[config.mk]
export PLATFORM = sky130hd
export DESIGN_NAME = mmio_uart_tx
export DESIGN_NICKNAME = d
export VERILOG_FILES = /design/src/rtl/mmio_pkg.sv /design/src/rtl/sync_fifo.sv /design/src/rtl/mmio_uart_tx.sv
export SDC_FILE = /design/constraint.sdc
export NUM_CORES = 1
export LEC_CHECK = 0
export CAP_MARGIN = 20
export CORE_MARGIN = 2
export CORE_UTILIZATION = 54
export DETAILED_ROUTE_END_ITERATION = 8
export MAX_ROUTING_LAYER = met4
export PLACE_DENSITY = 0.93
export SLEW_MARGIN = 30
export SYNTH_ARGS = -nofsm -noshare
export SYNTH_HDL_FRONTEND = slang
export SYNTH_SLANG_ARGS = --single-unit
[constraint.sdc]
create_clock -name clk -period 6.8 [get_ports clk]
set_clock_uncertainty 0.15 [all_clocks]
set_input_delay 2.04 -clock clk [delete_from_list [all_inputs] [get_ports clk]]
set_output_delay 2.04 -clock clk [all_outputs]
set_load 0.005 [all_outputs]
[src/rtl/mmio_pkg.sv]
`default_nettype none
// ============================================================================
// Module      : mmio_pkg
// Description : Shared definitions for the memory-mapped UART transmitter:
//               register offsets (data_addr[3:2]), STATUS bit positions and
//               the transmit FSM state encoding.
// Revision    : 1.0 - initial release
// ============================================================================
package mmio_pkg;

    // Register offsets, indexed by data_addr[3:2]
    localparam logic [1:0] REG_TXDATA = 2'd0;
    localparam logic [1:0] REG_STATUS = 2'd1;
    localparam logic [1:0] REG_DIV    = 2'd2;
    localparam logic [1:0] REG_RSVD   = 2'd3;

    // STATUS register bit positions
    localparam int STAT_FULL    = 0;
    localparam int STAT_BUSY    = 1;
    localparam int STAT_EMPTY   = 2;
    localparam int STAT_OVF     = 3;
    localparam int STAT_CNT_LSB = 8;

    // Transmit FSM states
    typedef enum logic [1:0] {
        TX_IDLE  = 2'd0,
        TX_START = 2'd1,
        TX_DATA  = 2'd2,
        TX_STOP  = 2'd3
    } uart_tx_state_t;

endpackage
`default_nettype wire

[src/rtl/sync_fifo.sv]
`default_nettype none
// ============================================================================
// Module      : sync_fifo
// Description : Single-clock FIFO, 2**AW entries of WIDTH bits, first-word
//               fall-through read (o_data shows the head entry).
//               A push while full and a pop while empty are ignored; a push
//               is judged against the fullness before the edge, so a
//               simultaneous pop never makes room for it.
// Ports       : clk, rst (sync, active high), push, pop, i_data, o_data,
//               full, empty, count (AW+1 bits)
// Revision    : 1.0 - initial release
// ============================================================================
module sync_fifo #(
    parameter int WIDTH = 8,
    parameter int AW    = 3
) (
    input  logic             clk,
    input  logic             rst,
    input  logic             push,
    input  logic             pop,
    input  logic [WIDTH-1:0] i_data,
    output logic [WIDTH-1:0] o_data,
    output logic             full,
    output logic             empty,
    output logic [AW:0]      count
);

    localparam int        c_DEPTH = 1 << AW;
    localparam logic [AW:0] c_FULL = (AW + 1)'(c_DEPTH);

    logic [WIDTH-1:0] r_mem [c_DEPTH];
    logic [AW-1:0]    r_wr_ptr;
    logic [AW-1:0]    r_rd_ptr;
    logic [AW:0]      r_count;
    logic             w_do_push;
    logic             w_do_pop;

    assign full      = (r_count == c_FULL);
    assign empty     = (r_count == '0);
    assign count     = r_count;
    assign o_data    = r_mem[r_rd_ptr];
    assign w_do_push = push && !full;
    assign w_do_pop  = pop && !empty;

    // Storage carries no reset; validity is tracked by the count.
    always_ff @(posedge clk) begin
        if (w_do_push) begin
            r_mem[r_wr_ptr] <= i_data;
        end
    end

    always_ff @(posedge clk) begin
        if (rst) begin
            r_wr_ptr <= '0;
            r_rd_ptr <= '0;
            r_count  <= '0;
        end else begin
            if (w_do_push) begin
                r_wr_ptr <= r_wr_ptr + 1'b1;
            end
            if (w_do_pop) begin
                r_rd_ptr <= r_rd_ptr + 1'b1;
            end
            case ({w_do_push, w_do_pop})
                2'b10:   r_count <= r_count + 1'b1;
                2'b01:   r_count <= r_count - 1'b1;
                default: r_count <= r_count;
            endcase
        end
    end

endmodule
`default_nettype wire

[src/rtl/mmio_uart_tx.sv]
`default_nettype none
// ============================================================================
// Module      : mmio_uart_tx
// Description : Memory-mapped 8N1 UART transmitter on the CPU data port.
//               16-byte window at BASE_ADDR: TXDATA (push), STATUS (full,
//               busy, empty, overflow W1C, count), DIV (clocks per bit).
//               Reads are combinational so a load completes in its cycle.
// Config      : MMIO_UART_TX_FIFO_EN defined  -> sync_fifo of 2**FIFO_AW
//               entries; undefined -> single holding register.
// Ports       : clk, rst (sync, active high)
//               data_addr, data_wr, data_wr_en  - CPU store/load request
//               data_rd, hit                    - combinational response
//               tx                              - serial output, idles high
// Revision    : 1.0 - initial release
// ============================================================================
module mmio_uart_tx
    import mmio_pkg::*;
#(
    parameter logic [31:0] BASE_ADDR = 32'h1000_0000,
    parameter logic [15:0] DIV_RESET = 16'd868,
    parameter int          FIFO_AW   = 3
) (
    input  logic        clk,
    input  logic        rst,
    input  logic [31:0] data_addr,
    input  logic [31:0] data_wr,
    input  logic [3:0]  data_wr_en,
    output logic [31:0] data_rd,
    output logic        hit,
    output logic        tx
);

    // ------------------------------------------------------------------
    // Address decode
    // ------------------------------------------------------------------
    logic       w_hit;
    logic       w_wr;
    logic [1:0] w_off;
    logic       w_push_req;
    logic       w_ovf_clr;
    logic       w_unused;

    assign w_hit      = (data_addr[31:4] == BASE_ADDR[31:4]);
    assign w_off      = data_addr[3:2];
    assign w_wr       = w_hit && (data_wr_en != 4'b0000);
    assign w_push_req = w_wr && (w_off == REG_TXDATA) && data_wr_en[0];
    assign w_ovf_clr  = w_wr && (w_off == REG_STATUS) && data_wr_en[0]
                        && data_wr[STAT_OVF];
    assign hit        = w_hit;
    assign w_unused   = &{1'b0, data_addr[1:0], data_wr[31:16]};

    // ------------------------------------------------------------------
    // Transmit queue
    // ------------------------------------------------------------------
    logic               w_pop;
    logic               w_full;
    logic               w_empty;
    logic [FIFO_AW:0]   w_count;
    logic [7:0]         w_fifo_data;

`ifdef MMIO_UART_TX_FIFO_EN
    sync_fifo #(
        .WIDTH (8),
        .AW    (FIFO_AW)
    ) u_fifo (
        .clk    (clk),
        .rst    (rst),
        .push   (w_push_req),
        .pop    (w_pop),
        .i_data (data_wr[7:0]),
        .o_data (w_fifo_data),
        .full   (w_full),
        .empty  (w_empty),
        .count  (w_count)
    );
`else
    logic       r_hold_valid;
    logic [7:0] r_hold_data;

    // Push is only taken when the register was empty before the edge, so a
    // same-cycle pop of a full holding register still drops the push.
    always_ff @(posedge clk) begin
        if (rst) begin
            r_hold_valid <= 1'b0;
        end else begin
            if (w_pop) begin
                r_hold_valid <= 1'b0;
            end
            if (w_push_req && !r_hold_valid) begin
                r_hold_valid <= 1'b1;
            end
        end
    end

    always_ff @(posedge clk) begin
        if (w_push_req && !r_hold_valid) begin
            r_hold_data <= data_wr[7:0];
        end
    end

    assign w_full      = r_hold_valid;
    assign w_empty     = !r_hold_valid;
    assign w_count     = {{FIFO_AW{1'b0}}, r_hold_valid};
    assign w_fifo_data = r_hold_data;
`endif

    // ------------------------------------------------------------------
    // Control registers
    // ------------------------------------------------------------------
    logic [15:0] r_div;
    logic        r_ovf;

    always_ff @(posedge clk) begin
        if (rst) begin
            r_div <= DIV_RESET;
            r_ovf <= 1'b0;
        end else begin
            if (w_wr && (w_off == REG_DIV)) begin
                if (data_wr_en[0]) r_div[7:0]  <= data_wr[7:0];
                if (data_wr_en[1]) r_div[15:8] <= data_wr[15:8];
            end
            // A dropped push wins over a simultaneous clear.
            if (w_push_req && w_full) begin
                r_ovf <= 1'b1;
            end else if (w_ovf_clr) begin
                r_ovf <= 1'b0;
            end
        end
    end

    // ------------------------------------------------------------------
    // Transmit FSM
    // ------------------------------------------------------------------
    uart_tx_state_t r_state;
    uart_tx_state_t w_state_next;
    logic [15:0]    r_baud;
    logic [15:0]    w_baud_next;
    logic [2:0]     r_bit;
    logic [2:0]     w_bit_next;
    logic [7:0]     r_shift;
    logic [7:0]     w_shift_next;
    logic [15:0]    r_divq;
    logic [15:0]    w_divq_next;
    logic           r_tx;
    logic           w_tx_next;
    logic [15:0]    w_div_eff;
    logic           w_baud_done;

    // A stored divisor of 0 behaves as 1 clock per bit.
    assign w_div_eff   = (r_div == 16'd0) ? 16'd1 : r_div;
    assign w_baud_done = (r_baud == (r_divq - 16'd1));

    always_ff @(posedge clk) begin
        if (rst) begin
            r_state <= TX_IDLE;
            r_baud  <= '0;
            r_bit   <= '0;
            r_shift <= '0;
            r_divq  <= 16'd1;
            r_tx    <= 1'b1;
        end else begin
            r_state <= w_state_next;
            r_baud  <= w_baud_next;
            r_bit   <= w_bit_next;
            r_shift <= w_shift_next;
            r_divq  <= w_divq_next;
            r_tx    <= w_tx_next;
        end
    end

    always_comb begin
        w_state_next = r_state;
        w_baud_next  = r_baud;
        w_bit_next   = r_bit;
        w_shift_next = r_shift;
        w_divq_next  = r_divq;
        w_pop        = 1'b0;

        case (r_state)
            TX_IDLE: begin
                if (!w_empty) begin
                    w_pop        = 1'b1;
                    w_shift_next = w_fifo_data;
                    w_divq_next  = w_div_eff;
                    w_baud_next  = '0;
                    w_state_next = TX_START;
                end
            end
            TX_START: begin
                if (w_baud_done) begin
                    w_baud_next  = '0;
                    w_bit_next   = '0;
                    w_state_next = TX_DATA;
                end else begin
                    w_baud_next = r_baud + 16'd1;
                end
            end
            TX_DATA: begin
                if (w_baud_done) begin
                    w_baud_next  = '0;
                    w_shift_next = {1'b0, r_shift[7:1]};
                    w_bit_next   = r_bit + 3'd1;
                    if (r_bit == 3'd7) begin
                        w_state_next = TX_STOP;
                    end
                end else begin
                    w_baud_next = r_baud + 16'd1;
                end
            end
            TX_STOP: begin
                if (w_baud_done) begin
                    w_baud_next = '0;
                    // Chain straight into the next start bit when data waits.
                    if (!w_empty) begin
                        w_pop        = 1'b1;
                        w_shift_next = w_fifo_data;
                        w_divq_next  = w_div_eff;
                        w_state_next = TX_START;
                    end else begin
                        w_state_next = TX_IDLE;
                    end
                end else begin
                    w_baud_next = r_baud + 16'd1;
                end
            end
            default: begin
                w_state_next = TX_IDLE;
            end
        endcase

        // Registered line level derived from the state being entered.
        case (w_state_next)
            TX_START: w_tx_next = 1'b0;
            TX_DATA:  w_tx_next = w_shift_next[0];
            default:  w_tx_next = 1'b1;
        endcase
    end

    assign tx = r_tx;

    // ------------------------------------------------------------------
    // Read mux
    // ------------------------------------------------------------------
    logic [31:0] w_status;

    assign w_status = {16'b0, 8'(w_count), 4'b0, r_ovf, w_empty,
                       (r_state != TX_IDLE), w_full};

    always_comb begin
        data_rd = 32'd0;
        if (w_hit) begin
            case (w_off)
                REG_STATUS: data_rd = w_status;
                REG_DIV:    data_rd = {16'b0, r_div};
                default:    data_rd = 32'd0;
            endcase
        end
    end

endmodule
`default_nettype wire
==> impl_metrics.yaml, run 1 <==
sta:
  finalSetupViolCount: 0
  slew_violations: 0
  fin_setup_tns_ps: 0
  rsz0062_at_grt: "false"
  worst_pin_slew_ps: 677
  hold_violations: 0
  timing.hold.ws_ps: 313
  fmaxAchievable_ghz: 0.162
  finalWorstSetupSlack_ps: 624
  final.min_clock_period_ps: 6180
  fin_crit_sh_pct: 90.8
  maxSlewHeadroom_pct: 54.5
critical_path:
  crit_path_start_kind: "input port"
  critPathMaxFanout: 18
  critPathKind: "input port to output port"
  worst_ep_required_time_ps: 4610
  endpoint_kind: "output port"
  cp.arrival_ps: 3990
pwr:
  p_leak_nw: 1.85
  switching_power_uw: 195
  internal_power_uw: 590
  p_seq_share_pct: 54.5
  sw_frac_of_total_pct: 24.8
  finalPower_uw: 785
  p_per_area_nw_per_um2: 153
  worst_ir_drop_vdd_v: 0.0000952
  combPwrFrac_pct: 5.5
  clockPowerShare_pct: 39.9
yosys:
  ys_ff_latch: 72
  synth-warning-count: 0
  synth_edf_count: 8
  seq_area_frac_synth_pct: 35.0
  synthFlopType: "dfxtp_1"
  synth_cells: 537
  synth_cell_types: 56
  async_flop_share_pct: 0
  syn_area_per_cell_um2: 8.10
  synth_area_um2: 4350
die:
  fp.dieH_um: 93.7
  die_area_um2: 8790
  rows: 32
  initial_core_util_pct: 56.0
  die_w_um: 93.7
  core_um2: 7770
  io-pin-count: 104
routing:
  firstDrtPassIters: 7
  vias_per_cell: 6.18
  routedWlPerCell_um: 16.1
  drtAntennaViolNets: 0
  dr_total_vias: 4267
  drt_iter0_markers: 365
  drc: 0
  wl_um: 11100
final_layout:
  drive_gt1_share_pct: 5.44
  nNetsFinal: 666
  area_growth_pct: 18.1
  utilization_pct: 66.1
  antenna_cells: 0
clock_network:
  ctsHtreeMaxLevel: 3
  cts.sinks: 72
  clk_pin_slew_worst_paths_ps: 80
  cts_tree: "done"
  cts-root-buf: "clkbuf_8"
  cts_buffers: 9
  clock_latency_ps: 360
  clk_path_buf_depth: 2
  cts_setup_buffers: 0
  cts.hold.buffers_added: 0
  ctsResizeCount: 0
global_routing:
  antenna_found_initial: 0
  grt_pass1_wl_um: 18500
  grtUsageTotal_pct: 26.8
  grt.overflow.total: 0
  grt_pass1_vias: 4074
  grt_max_degree: 67
placement:
  gp_congestion: 0.992
  dp_hpwl_um: 7790
  portBuffers: 67
  pre_cts_slack_ps: 644
hold_path:
  hold_class: "flop to flop"
job:
  maxCapViolations: 0
run_status:
  status: "completed"
==> metrics by stage <==
step                cell area, um^2  std cells
CTS                            5130        690
floorplan                      4400        552
global placement               4950        674
finish                         5130        690
detailed placement             4950        674
global route                   5130        690
==> power by group through the flow <==
stage	sequential [mW]	clock, mW	combinational [mW]
2_1_floorplan	0.439	0	0.0177
5_1_grt	0.428	0.332	0.0471
3_3_place_gp	0.438	0	0.0421
6_report	0.428	0.313	0.0435
4_1_cts	0.428	0.314	0.0433
3_5_place_dp	0.438	0	0.0432
==> cells in the final DEF, fill, tap and decap left out, drive strengths merged, types with 5 or more instances in the layout <==
master,netlist,layout
nor4,20,20
o21ai,40,40
a211o,5,5
and3,22,22
nand2,35,35
a22oi,5,5
edfxtp,8,8
nand4,11,11
a21o,5,5
nor2,54,54
clkdlybuf4s50,0,66
nor3,9,9
nand3,25,25
nand3b,5,5
xor2,7,7
ha,13,13
dfxtp,64,64
nor3b,7,7
mux2i,24,24
inv,11,13
conb,1,16
clkbuf,25,9
nor2b,10,10
xnor2,8,8
a21oi,64,64
==> synthesized netlist by cell type, types with 5 or more instances <==
cell type  instances  area [um^2]
a211o_1            5         43.8
a21o_1             5         37.5
a21oi_1           63          315
a22oi_1            5         37.5
and3_1            22          138
buf_4             17          128
clkbuf_1          25         93.8
dfxtp_1           64         1280
edfxtp_1           8          240
ha_1              13          163
inv_1             11         41.3
mux2i_1           23          230
nand2_1           35          131
nand3_1           25          125
nand3b_1           5         37.5
nand4_1           10         62.6
nor2_1            54          203
nor2b_1           10         62.6
nor3_1             9         45.0
nor3b_1            6         45.0
nor4_1            16          100
o21ai_0           37          185
xnor2_1            8         70.1
xor2_1             7         61.3
==> worst max-delay path, stage by stage <==
cell             delay, ps
clkdlybuf4s50_1        470
inv_1                  130
ha_1                   470
nand2_1                110
a21oi_1                230
clkdlybuf4s50_1        540
==> per-layer routing <==
| metal | global-route usage, % | wire, um | part of all wire (%) | vias to the layer above |
|---|---|---|---|---|
| met5 | - | 0 | 0 | - |
| met4 | 13.4 | 426 | 3.8 | 0 |
| met3 | 4.90 | 853 | 7.7 | 44 |
| met2 | 43.8 | 5330 | 48 | 255 |
| met1 | 31.8 | 4480 | 40 | 1966 |
| li1 | - | - | - | 2002 |
==> sequential cells by signal, indices dropped and copies added (netlist names) <==
| signal | flops |
|---|---|
| r_divq | 16 |
| r_ovf | 1 |
| r_hold_valid | 1 |
| r_state | 2 |
| r_bit | 3 |
| r_hold_data | 8 |
| tx | 1 |
| r_baud | 16 |
| r_shift | 8 |
| r_div | 16 |
==> cells by family after synthesis <==
| logic type | count (synthesis) | share of synthesized area, % |
|---|---|---|
| buffers and inverters | 61 | 7.19 |
| and+or+nand+nor | 215 | 27.0 |
| DFF | 72 | 35.0 |
| AOI/OAI and AO/OA | 136 | 18.1 |
| adders and majority gates | 13 | 3.74 |
| other | 1 | 0.0862 |
| xor gates and xnor gates | 15 | 3.02 |
| muxes | 24 | 5.81 |
==> worst paths after layout <==
check | start | endpoint | slack (ps) | depth (start not counted)
worst max-delay path | data_addr[2] | data_rd[0] | 620 | 6
worst min-delay path | r_bit[1]$_SDFFE_PP0P_ | r_bit[1]$_SDFFE_PP0P_ | 310 | 2
worst max register to register | r_divq[2]$_SDFFE_PP0P_ | r_divq[0]$_SDFFE_PP1P_ | 3010 | 8
worst min register to register | r_bit[1]$_SDFFE_PP0P_ | r_bit[1]$_SDFFE_PP0P_ | 310 | 2
==> area by class of cell <==
type / count / area, um^2
Clock buffer: 9 / 124
Clock inverter: 7 / 55.1
Fill cell: 589 / 2630
Inverter: 11 / 41.3
Multi-Input combinational cell: 419 / 2570
Sequential cell: 72 / 1520
Tap cell: 102 / 128
Timing Repair Buffer: 70 / 691
No activity file was read; power rests on OpenSTA's default activity.
==> run 2, diff against run 1 <==
Settings changed: TNS_END_PERCENT set to 1.
==> results of run 2 <==
Final layout, timing and power as in run 1 (identical DEF).
==> edit (settings of run 2) <==
Change the parameter `DIV_RESET` from 16'd868 to 16'd512.
--- a/src/rtl/mmio_uart_tx.sv
+++ b/src/rtl/mmio_uart_tx.sv
@@ -17,7 +17,7 @@
     import mmio_pkg::*;
 #(
     parameter logic [31:0] BASE_ADDR = 32'h1000_0000,
-    parameter logic [15:0] DIV_RESET = 16'd868,
+    parameter logic [15:0] DIV_RESET = 16'd512,
     parameter int          FIFO_AW   = 3
 ) (
     input  logic        clk,
Function: changed (Yosys sat finds a counterexample within 4 cycles, from zero or initial values and one cycle with rst high).
==> edit against run 2 <==
Synthesized cell count is 0.19% lower. Sequential power hardly changed. Power is 3.1% higher. Wire length is 4.8% higher. Combinational power is 0.9% higher. Sequential cell count stayed put. Synthesized area is 0.14% higher. Setup slack worse by 0.16 ns. Cell area is 0.73% higher. Global-route usage is 1.2 points higher. Cell count is 0.14% higher.
==> edit: results <==
export IMPL_hpwl_um=8220
export IMPL_grt_pass1_wl_um=19100
export IMPL_critPathArrivalTime_ns=4.15
export IMPL_pre_cts_ws_ns=0.462
export IMPL_ys_seq_area_frac=0.349
export IMPL_leakage_nw=1.86
export IMPL_cts_setup_buffers=0
export IMPL_grt_pass1_vias=4043
export IMPL_via_per_inst=6.25
export IMPL_ys_types=59
export IMPL_clk_latency_ns=0.37
export IMPL_slowest_delay_ns=0.52
export IMPL_drt_iter0_markers=431
export IMPL_synthMuxAreaShare=0.0672
export IMPL_drive_gt1_frac=0.0645
export IMPL_synth_most_common_cell="dfxtp_1"
export IMPL_diodes=0
export IMPL_async_reset_ff_frac=0
export IMPL_drtPass1Iterations=5
export IMPL_vias=4320
export IMPL_synth_compound_area_share=0.172
export IMPL_place_area_um2=4970
export IMPL_ctsHtreeMaxLevel=3
export IMPL_synth_area_top_cells="dfxtp_1 (29%), a21oi_1 (7.1%), mux2i_1 (6.2%), edfxtp_1 (5.5%), nor2_1 (4.9%)"
export IMPL_stdcell_area_um2=5170
export IMPL_place_congestion=0.983
export IMPL_fill_cells=574
export IMPL_synth_edf_count=8
export IMPL_status="finished clean"
export IMPL_dp_cells=675
export IMPL_clockBufferDepth=2
export IMPL_numCtsBuffers=9
export IMPL_crit_fanout=8
export IMPL_peakVddDrop_v=0.000109
export IMPL_synth_fa_ha_area_frac=0.0374
export IMPL_maxSlewHeadroom=0.522
export IMPL_slowest_stage="clkdlybuf4s50_1"
export IMPL_synthTopCellsByCount="dfxtp_1 (64), a21oi_1 (62), nor2_1 (57)"
export IMPL_path_clk_slew_ns=0.09
export IMPL_reg_top3="r_baud: 16 flops, r_div: 16 flops, r_divq: 16 flops"
export IMPL_ctsRootBufferMaster="clkbuf_8"
export IMPL_layout_nets=667
export IMPL_routedWlPerCell_um=16.8
export IMPL_synth_xor_area_share=0.0302
export IMPL_track_usage=0.280
export IMPL_avgSynthCellArea_um2=8.12
edit: cell type report:
type	count	share of cell area
Tap cell	102	0.0247
Sequential cell	72	0.294
Clock buffer	9	0.0240
Timing Repair Buffer	71	0.135
Inverter	11	0.00798
Clock inverter	7	0.0143
Multi-Input combinational cell	419	0.500
edit: logic make-up after synthesis:
kind of cell    Yosys count
compound gates          132
xor+xnor                 15
fa+ha+maj                13
buf+inv                  60
flops                    72
mux                      28
other cells               1
simple gates            215
edit: final timing paths:
check / from / endpoint / slack, ns / cells past startpoint
setup / recovery: data_addr[7] / data_rd[5] / 0.46 / 7
hold / removal: r_bit[2]$_SDFFE_PP0P_ / r_bit[2]$_SDFFE_PP0P_ / 0.33 / 2
setup reg to reg: r_divq[2]$_SDFFE_PP0P_ / r_divq[5]$_SDFFE_PP0P_ / 3.12 / 8
hold reg to reg: r_bit[2]$_SDFFE_PP0P_ / r_bit[2]$_SDFFE_PP0P_ / 0.33 / 2
edit: metal layers:
| metal | part of all wire | wire length, µm | track usage |
|---|---|---|---|
| met1 | 0.40 | 4640 | 0.333 |
| met2 | 0.51 | 5870 | 0.486 |
| met3 | 0.070 | 808 | 0.0361 |
| met4 | 0.025 | 290 | 0.100 |
| met5 | 0 | 0 | - |
edit: report_power, final:
group | internal [mW] | leakage (nW) | total, mW | switching (mW)
Clock | 0.145 | 0.101 | 0.338 | 0.193
Combinational | 0.0265 | 1.17 | 0.0439 | 0.0174
Sequential | 0.428 | 0.587 | 0.428 | 0.000000000190
Total | 0.600 | 1.86 | 0.810 | 0.210
edit: worst min-delay path, stage by stage, from the launching register on:
cell and delay (ns):
dfxtp_1 0.33, nand2_1 0.05, a21oi_1 0.05
